==> src/rtl/drive_pkg.sv <==
// Shared encodings for the drive-mode arbiter: motor modes, arbiter states and button decode.
package drive_pkg;

  localparam int unsigned DistW = 20;

  typedef enum logic [1:0] {
    ModeLeft   = 2'd0,
    ModeDirect = 2'd1,
    ModeRight  = 2'd2,
    ModeStop   = 2'd3
  } mode_e;

  typedef enum logic [1:0] {
    StTrack   = 2'd0,
    StManual  = 2'd1,
    StBlocked = 2'd2,
    StSearch  = 2'd3
  } arb_state_e;

  // Manual priority STOP > RIGHT > DIRECT > LEFT; LEFT is the fall-through.
  function automatic mode_e btn_to_mode(input logic b_stop, input logic b_right,
                                        input logic b_direct);
    if (b_stop) return ModeStop;
    if (b_right) return ModeRight;
    if (b_direct) return ModeDirect;
    return ModeLeft;
  endfunction

endpackage

==> src/rtl/obstacle_filter.sv <==
// Hysteretic obstacle flag from ultrasonic samples; powers up asserted so nothing moves
// until enough clear readings arrive.
module obstacle_filter
  import drive_pkg::*;
#(
  parameter int unsigned STOP_CM        = 20,
  parameter int unsigned RESUME_CM      = 25,
  parameter int unsigned RESUME_SAMPLES = 3
) (
  input  logic             clk,
  input  logic             rst,
  input  logic [DistW-1:0] distance,
  input  logic             dist_valid,
  output logic             obstacle
);

  localparam int unsigned CntW = (RESUME_SAMPLES < 2) ? 1 : $clog2(RESUME_SAMPLES + 1);

  logic            r_obstacle;
  logic [CntW-1:0] r_clear_cnt;

  always_ff @(posedge clk or posedge rst) begin
    if (rst) begin
      r_obstacle  <= 1'b1;
      r_clear_cnt <= '0;
    end else if (dist_valid) begin
      if (distance < DistW'(STOP_CM)) begin
        r_obstacle  <= 1'b1;
        r_clear_cnt <= '0;
      end else if (distance < DistW'(RESUME_CM)) begin
        // Dead band: flag untouched, but the clear streak is broken.
        r_clear_cnt <= '0;
      end else if (r_obstacle) begin
        if (r_clear_cnt >= CntW'(RESUME_SAMPLES - 1)) begin
          r_obstacle  <= 1'b0;
          r_clear_cnt <= '0;
        end else begin
          r_clear_cnt <= r_clear_cnt + 1'b1;
        end
      end
    end
  end

  assign obstacle = r_obstacle;

endmodule

==> src/rtl/drive_mode_arbiter.sv <==
// Arbitrates motor mode between obstacle stop, manual buttons and the line tracker.
// Define DRIVE_ARB_LOST_SEARCH_EN to enable the lost-line SEARCH state.
module drive_mode_arbiter
  import drive_pkg::*;
#(
  parameter int unsigned STOP_CM        = 20,
  parameter int unsigned RESUME_CM      = 25,
  parameter int unsigned RESUME_SAMPLES = 3,
  parameter int unsigned HOLD_CYCLES    = 1_000_000,
  parameter int unsigned LOST_CYCLES    = 500_000,
  parameter int unsigned SEARCH_CYCLES  = 50_000_000
) (
  input  logic             clk,
  input  logic             rst,
  input  logic [DistW-1:0] distance,
  input  logic             dist_valid,
  input  logic             btn_stop,
  input  logic             btn_right,
  input  logic             btn_direct,
  input  logic             btn_left,
  input  logic [1:0]       track_state,
  output logic [1:0]       mode,
  output logic             obstacle,
  output logic [1:0]       arb_state
);

`ifdef DRIVE_ARB_LOST_SEARCH_EN
  localparam bit SearchEn = 1'b1;
`else
  localparam bit SearchEn = 1'b0;
`endif

  localparam int unsigned HoldW   = $clog2(HOLD_CYCLES + 1);
  localparam int unsigned LostW   = $clog2(LOST_CYCLES + 1);
  localparam int unsigned SearchW = $clog2(SEARCH_CYCLES + 1);

  logic               w_obstacle;
  logic               w_any_btn;
  mode_e              w_btn_mode;
  mode_e              w_track;
  logic               w_track_turn;

  arb_state_e         r_state;
  mode_e              r_mode;
  mode_e              r_last_turn;
  logic [HoldW-1:0]   r_hold_cnt;
  logic [LostW-1:0]   r_lost_cnt;
  logic [SearchW-1:0] r_search_cnt;

  obstacle_filter #(
    .STOP_CM       (STOP_CM),
    .RESUME_CM     (RESUME_CM),
    .RESUME_SAMPLES(RESUME_SAMPLES)
  ) u_obstacle_filter (
    .clk       (clk),
    .rst       (rst),
    .distance  (distance),
    .dist_valid(dist_valid),
    .obstacle  (w_obstacle)
  );

  assign w_any_btn    = btn_stop | btn_right | btn_direct | btn_left;
  assign w_btn_mode   = btn_to_mode(btn_stop, btn_right, btn_direct);
  assign w_track      = mode_e'(track_state);
  assign w_track_turn = (w_track == ModeLeft) || (w_track == ModeRight);

  always_ff @(posedge clk or posedge rst) begin
    if (rst) begin
      r_state      <= StBlocked;
      r_mode       <= ModeStop;
      r_last_turn  <= ModeRight;
      r_hold_cnt   <= '0;
      r_lost_cnt   <= '0;
      r_search_cnt <= '0;
    end else if (w_obstacle) begin
      r_state      <= StBlocked;
      r_mode       <= ModeStop;
      r_hold_cnt   <= '0;
      r_lost_cnt   <= '0;
      r_search_cnt <= '0;
    end else if (w_any_btn) begin
      r_state      <= StManual;
      r_mode       <= w_btn_mode;
      r_hold_cnt   <= '0;
      r_lost_cnt   <= '0;
      r_search_cnt <= '0;
    end else begin
      unique case (r_state)
        StTrack, StBlocked: begin
          r_state <= StTrack;
          r_mode  <= w_track;
          if (w_track_turn) r_last_turn <= w_track;
          if (w_track == ModeStop) begin
            if (SearchEn && (r_lost_cnt >= LostW'(LOST_CYCLES - 1))) begin
              r_state      <= StSearch;
              r_mode       <= r_last_turn;
              r_lost_cnt   <= '0;
              r_search_cnt <= '0;
            end else if (r_lost_cnt != LostW'(LOST_CYCLES)) begin
              r_lost_cnt <= r_lost_cnt + 1'b1;
            end
          end else begin
            r_lost_cnt <= '0;
          end
        end
        StManual: begin
          if (r_hold_cnt >= HoldW'(HOLD_CYCLES)) begin
            r_state    <= StTrack;
            r_mode     <= w_track;
            r_hold_cnt <= '0;
            r_lost_cnt <= '0;
            if (w_track_turn) r_last_turn <= w_track;
          end else begin
            r_hold_cnt <= r_hold_cnt + 1'b1;
          end
        end
        StSearch: begin
          if (w_track != ModeStop) begin
            r_state      <= StTrack;
            r_mode       <= w_track;
            r_lost_cnt   <= '0;
            r_search_cnt <= '0;
            if (w_track_turn) r_last_turn <= w_track;
          end else if (r_search_cnt >= SearchW'(SEARCH_CYCLES - 1)) begin
            // Timed out: park until the tracker sees the line again.
            r_mode       <= ModeStop;
            r_search_cnt <= SearchW'(SEARCH_CYCLES);
          end else begin
            r_mode       <= r_last_turn;
            r_search_cnt <= r_search_cnt + 1'b1;
          end
        end
      endcase
    end
  end

  assign mode      = r_mode;
  assign obstacle  = w_obstacle;
  assign arb_state = r_state;

endmodule

==> config.mk <==
export PLATFORM = sky130hd
export DESIGN_NAME = drive_mode_arbiter
export DESIGN_NICKNAME = d
export VERILOG_FILES = /design/src/rtl/drive_pkg.sv /design/src/rtl/obstacle_filter.sv /design/src/rtl/drive_mode_arbiter.sv
export SDC_FILE = /design/constraint.sdc
export NUM_CORES = 1
export LEC_CHECK = 0
export ABC_AREA = 1
export BUFFER_PORTS_ARGS = -buffer_cell sky130_fd_sc_hd__buf_2
export CORE_MARGIN = 8
export CORE_UTILIZATION = 65
export CTS_CLUSTER_SIZE = 16
export DETAILED_ROUTE_END_ITERATION = 16
export PLACE_DENSITY = 0.93
export SYNTH_ARGS = -nofsm -noshare
export SYNTH_HDL_FRONTEND = slang
export SYNTH_SLANG_ARGS = --single-unit
==> constraint.sdc <==
create_clock -name clk -period 3.5 [get_ports clk]
set_input_delay 0.175 -clock clk [delete_from_list [all_inputs] [get_ports clk]]
set_output_delay 0.175 -clock clk [all_outputs]
set_load 0.005 [all_outputs]
==> impl_metrics.toml <==
[setup_path]
regToRegSetupSlack_ns = 1.77
path_class = "flip-flop to flip-flop"
worstPathRequired_ns = 3.70
crit_fanout = 4
slowest_stage = "dfrtp_1"
cp_cell_sequence = "ha_1 > nand2_1 > nor2_1 > nand2_1 > inv_1 > nand3_1 > inv_1 > nand2_1 > nand3_1 > o21ai_0"
startpoint = "r_hold_cnt[1]$_DFFE_PP0P_"
crit_top_cell = "nand2_1"
setup.worst_path.end_class = "flip-flop"
worstSetupStartpointType = "flip-flop"
rr_startpoint = "r_hold_cnt[1]$_DFFE_PP0P_"
critPathArrivalTime_ns = 1.93
cp_slowest_stage_delay_ns = 0.39
r2r_end = "r_hold_cnt[14]$_DFFE_PP0P_"
r2r_cells = 10

[grt]
grt.total_usage = 0.2023
grt_pass1_wl_mm = 14.18
use_met1 = 0.2506
grt-busiest-layer = "met2"
use_met2 = 0.3470
gr-total-overflow = 0
grt_pass1_vias = 3286
grt_use_met3 = 0.03786
antenna_found_initial = 0
grt_max_degree = 35

[route]
vias_per_cell = 5.495
drc = 0
drt_iter0_drc = 267
vias = 3363
drtAntennaViolNets = 0
dr.pass1.iters = 5
wl_per_cell_um = 13.62
drt_wl_total_mm = 8.335

[placement]
place_hpwl_mm = 6.242
gp_routability_congestion = 0.9644
port_buffers = 33
dp_cells = 603
placed_cell_area_mm2 = 0.003880

[timing]
maxSlewViolCount = 0
setup_viol_count_final = 0
period_needed_ns = 1.728
hold_slack_ns = 0.1287
worst_pin_slew_ns = 0.6224
relSlewSlack = 0.5828
period_share = 0.4937
finalHoldViolCount = 0
skew_ns = 0.006955
fmax_mhz = 578.7
rsz0062_at_grt = "no"
fin_setup_tns_ns = 0

[layout]
final_layout_size_suffix_gt1_frac = 0.1685
fin_nets = 571
fillers = 422
design_area_mm2 = 0.003980
final_util = 0.7273
finalNonFillerCells = 612
num_antenna_cells = 0
syn_to_final_growth_pct = 8.901

[worst_hold_path]
hold_depth = 4
hold_path_class = "primary input to flip-flop"
hold_end = "u_obstacle_filter.obstacle$_DFFE_PP1P_"
hp-start = "dist_valid"

[die]
core-area_mm2 = 0.005473
die_w_um = 90.99
die_h_um = 90.99
die_area_mm2 = 0.008278
ioPinCount = 34
rows = 27
start_util = 0.6678

[clock_tree]
cts_resized = 0
cts-buffers-inserted = 5
path_clk_slew_ns = 0.10
cts_htree_levels = 2
root_buffer = "clkbuf_8"
cts_buffer_depth = 2
cts_tree = "built"
worstSkewPairLatency_ns = 0.32
cts_sinks = 55

[synth]
synth_edf_count = 0
yosysWarnings = 0
syn_inst = 501
synthArstFlopShare = 1.000
synthTopCellsByArea = "dfrtp_1, nand2_1, nor2_1, inv_1, xor2_1"
synth_top_area_frac = 0.3423
seq_area_frac_synth = 0.3783
post_synth_num_cell_types = 37
syn_area_mm2 = 0.003655
synth_top_cell_by_area = "dfrtp_1"
synth-main-ff-cell = "dfrtp_1"
synth_area_per_cell_um2 = 7.295
syn_nets = 533
synth_seq_cells = 55

[power]
peakVddDrop_v = 0.0002420
p_leak_nw = 1.874
p_per_area_mw_per_mm2 = 281.9

[run_status]
status = "complete, no violations"

[flow_run]
drv_cap = 0
==> through the flow <==
stage | setup WS [ns] | total power [mW]
4_1_cts | 1.771 | 1.129
3_3_place_gp | 1.897 | 0.7662
2_1_floorplan | 1.990 | 0.7361
6_report | 1.772 | 1.122
5_1_grt | 1.594 | 1.161
3_5_place_dp | 1.799 | 0.7712
==> worst max-delay path by stage <==
stage | endpoint | slack (ns) | depth (start not counted)
after global placement | r_search_cnt[20]$_DFFE_PP0P_ | 1.90 | 10
after CTS | r_hold_cnt[14]$_DFFE_PP0P_ | 1.77 | 10
after detailed placement | r_hold_cnt[14]$_DFFE_PP0P_ | 1.80 | 10
final | r_hold_cnt[14]$_DFFE_PP0P_ | 1.77 | 10
after floorplan | arb_state[0]$_DFFE_PP0P_ | 1.99 | 1
after global routing | r_hold_cnt[16]$_DFFE_PP0P_ | 1.59 | 10
==> what timing repair did <==
item,in CTS,in global routing
endpoints found under the hold margin,21,0
setup buffers,0,0
hold buffers,1,0
==> cells by family after synthesis <==
family	count (synthesis)	synth area share
and+or+nand+nor	291	0.3653
DFF	55	0.3783
adders and majority gates	3	0.01027
xor gates and xnor gates	29	0.06950
AOI/OAI and AO/OA	47	0.09106
buffers and inverters	76	0.08559
==> critical path: cells and delay by family (launching register included) <==
kind | cells | cell delay (ns)
AOI/OAI and AO/OA | 1 | 0.08
adders and majority gates | 1 | 0.23
buffers and inverters | 2 | 0.19
and+or+nand+nor | 6 | 0.71
DFF | 1 | 0.39
==> cell usage after synthesis, types with 3 or more instances <==
cell / instances
xor2_1: 25
dfrtp_1: 50
nor2_1: 72
o21ai_0: 25
nand2_2: 6
ha_1: 3
nand3_2: 3
o21ai_1: 3
nand3_1: 36
xnor2_1: 4
o22ai_2: 10
nand2_1: 134
dfstp_2: 5
nor2_4: 4
nor3_1: 15
inv_2: 7
nand4_1: 7
inv_1: 63
==> cells in the final DEF, fill, tap and decap left out, types with 3 or more instances in the layout <==
cell type / netlist / final
nand2_2: 6 / 6
nand3_2: 3 / 3
dfrtp_1: 50 / 50
nand3_1: 36 / 36
ha_1: 3 / 3
nand2_1: 134 / 134
nor2_1: 72 / 72
o22ai_2: 10 / 10
nor3_1: 15 / 15
dfstp_2: 5 / 5
nand4_1: 7 / 7
o21ai_1: 3 / 3
xor2_1: 25 / 25
inv_1: 63 / 62
o21ai_0: 25 / 25
nor2_4: 4 / 4
buf_2: 0 / 33
xnor2_1: 4 / 4
inv_2: 7 / 8
clkbuf_8: 0 / 5
==> registers in the layout, summed over array words and instances, names as in the netlist <==
signal and cells:
r_search_cnt 26, r_hold_cnt 20, r_last_turn 2, u_obstacle_filter.r_clear_cnt 2, u_obstacle_filter.obstacle 1, arb_state 2, mode 2
==> routing by layer <==
layer | part of all wire | vias to the layer above | wire (um)
li1 | - | 1655 | -
met1 | 0.44 | 1575 | 3656
met2 | 0.49 | 119 | 4076
met3 | 0.056 | 14 | 467
met4 | 0.016 | 0 | 135
met5 | 0 | - | 0
==> cell type report <==
class | count | area (um^2) | share of cell area
multi-input cells | 370 | 1959 | 0.4923
flip-flops and latches | 55 | 1383 | 0.3474
inverters | 72 | 275.3 | 0.06916
repair buffers | 35 | 182.7 | 0.04590
well taps | 72 | 90.09 | 0.02263
clock buffers | 6 | 72.57 | 0.01823
clock inverters | 2 | 17.52 | 0.004401
==> report_power, final <==
group	internal (mW)	switching [mW]	leakage (nW)
Sequential	0.657	0.00925	0.743
Combinational	0.0334	0.0599	1.09
Clock	0.144	0.218	0.0454
Power figures use the tool's default switching activity.
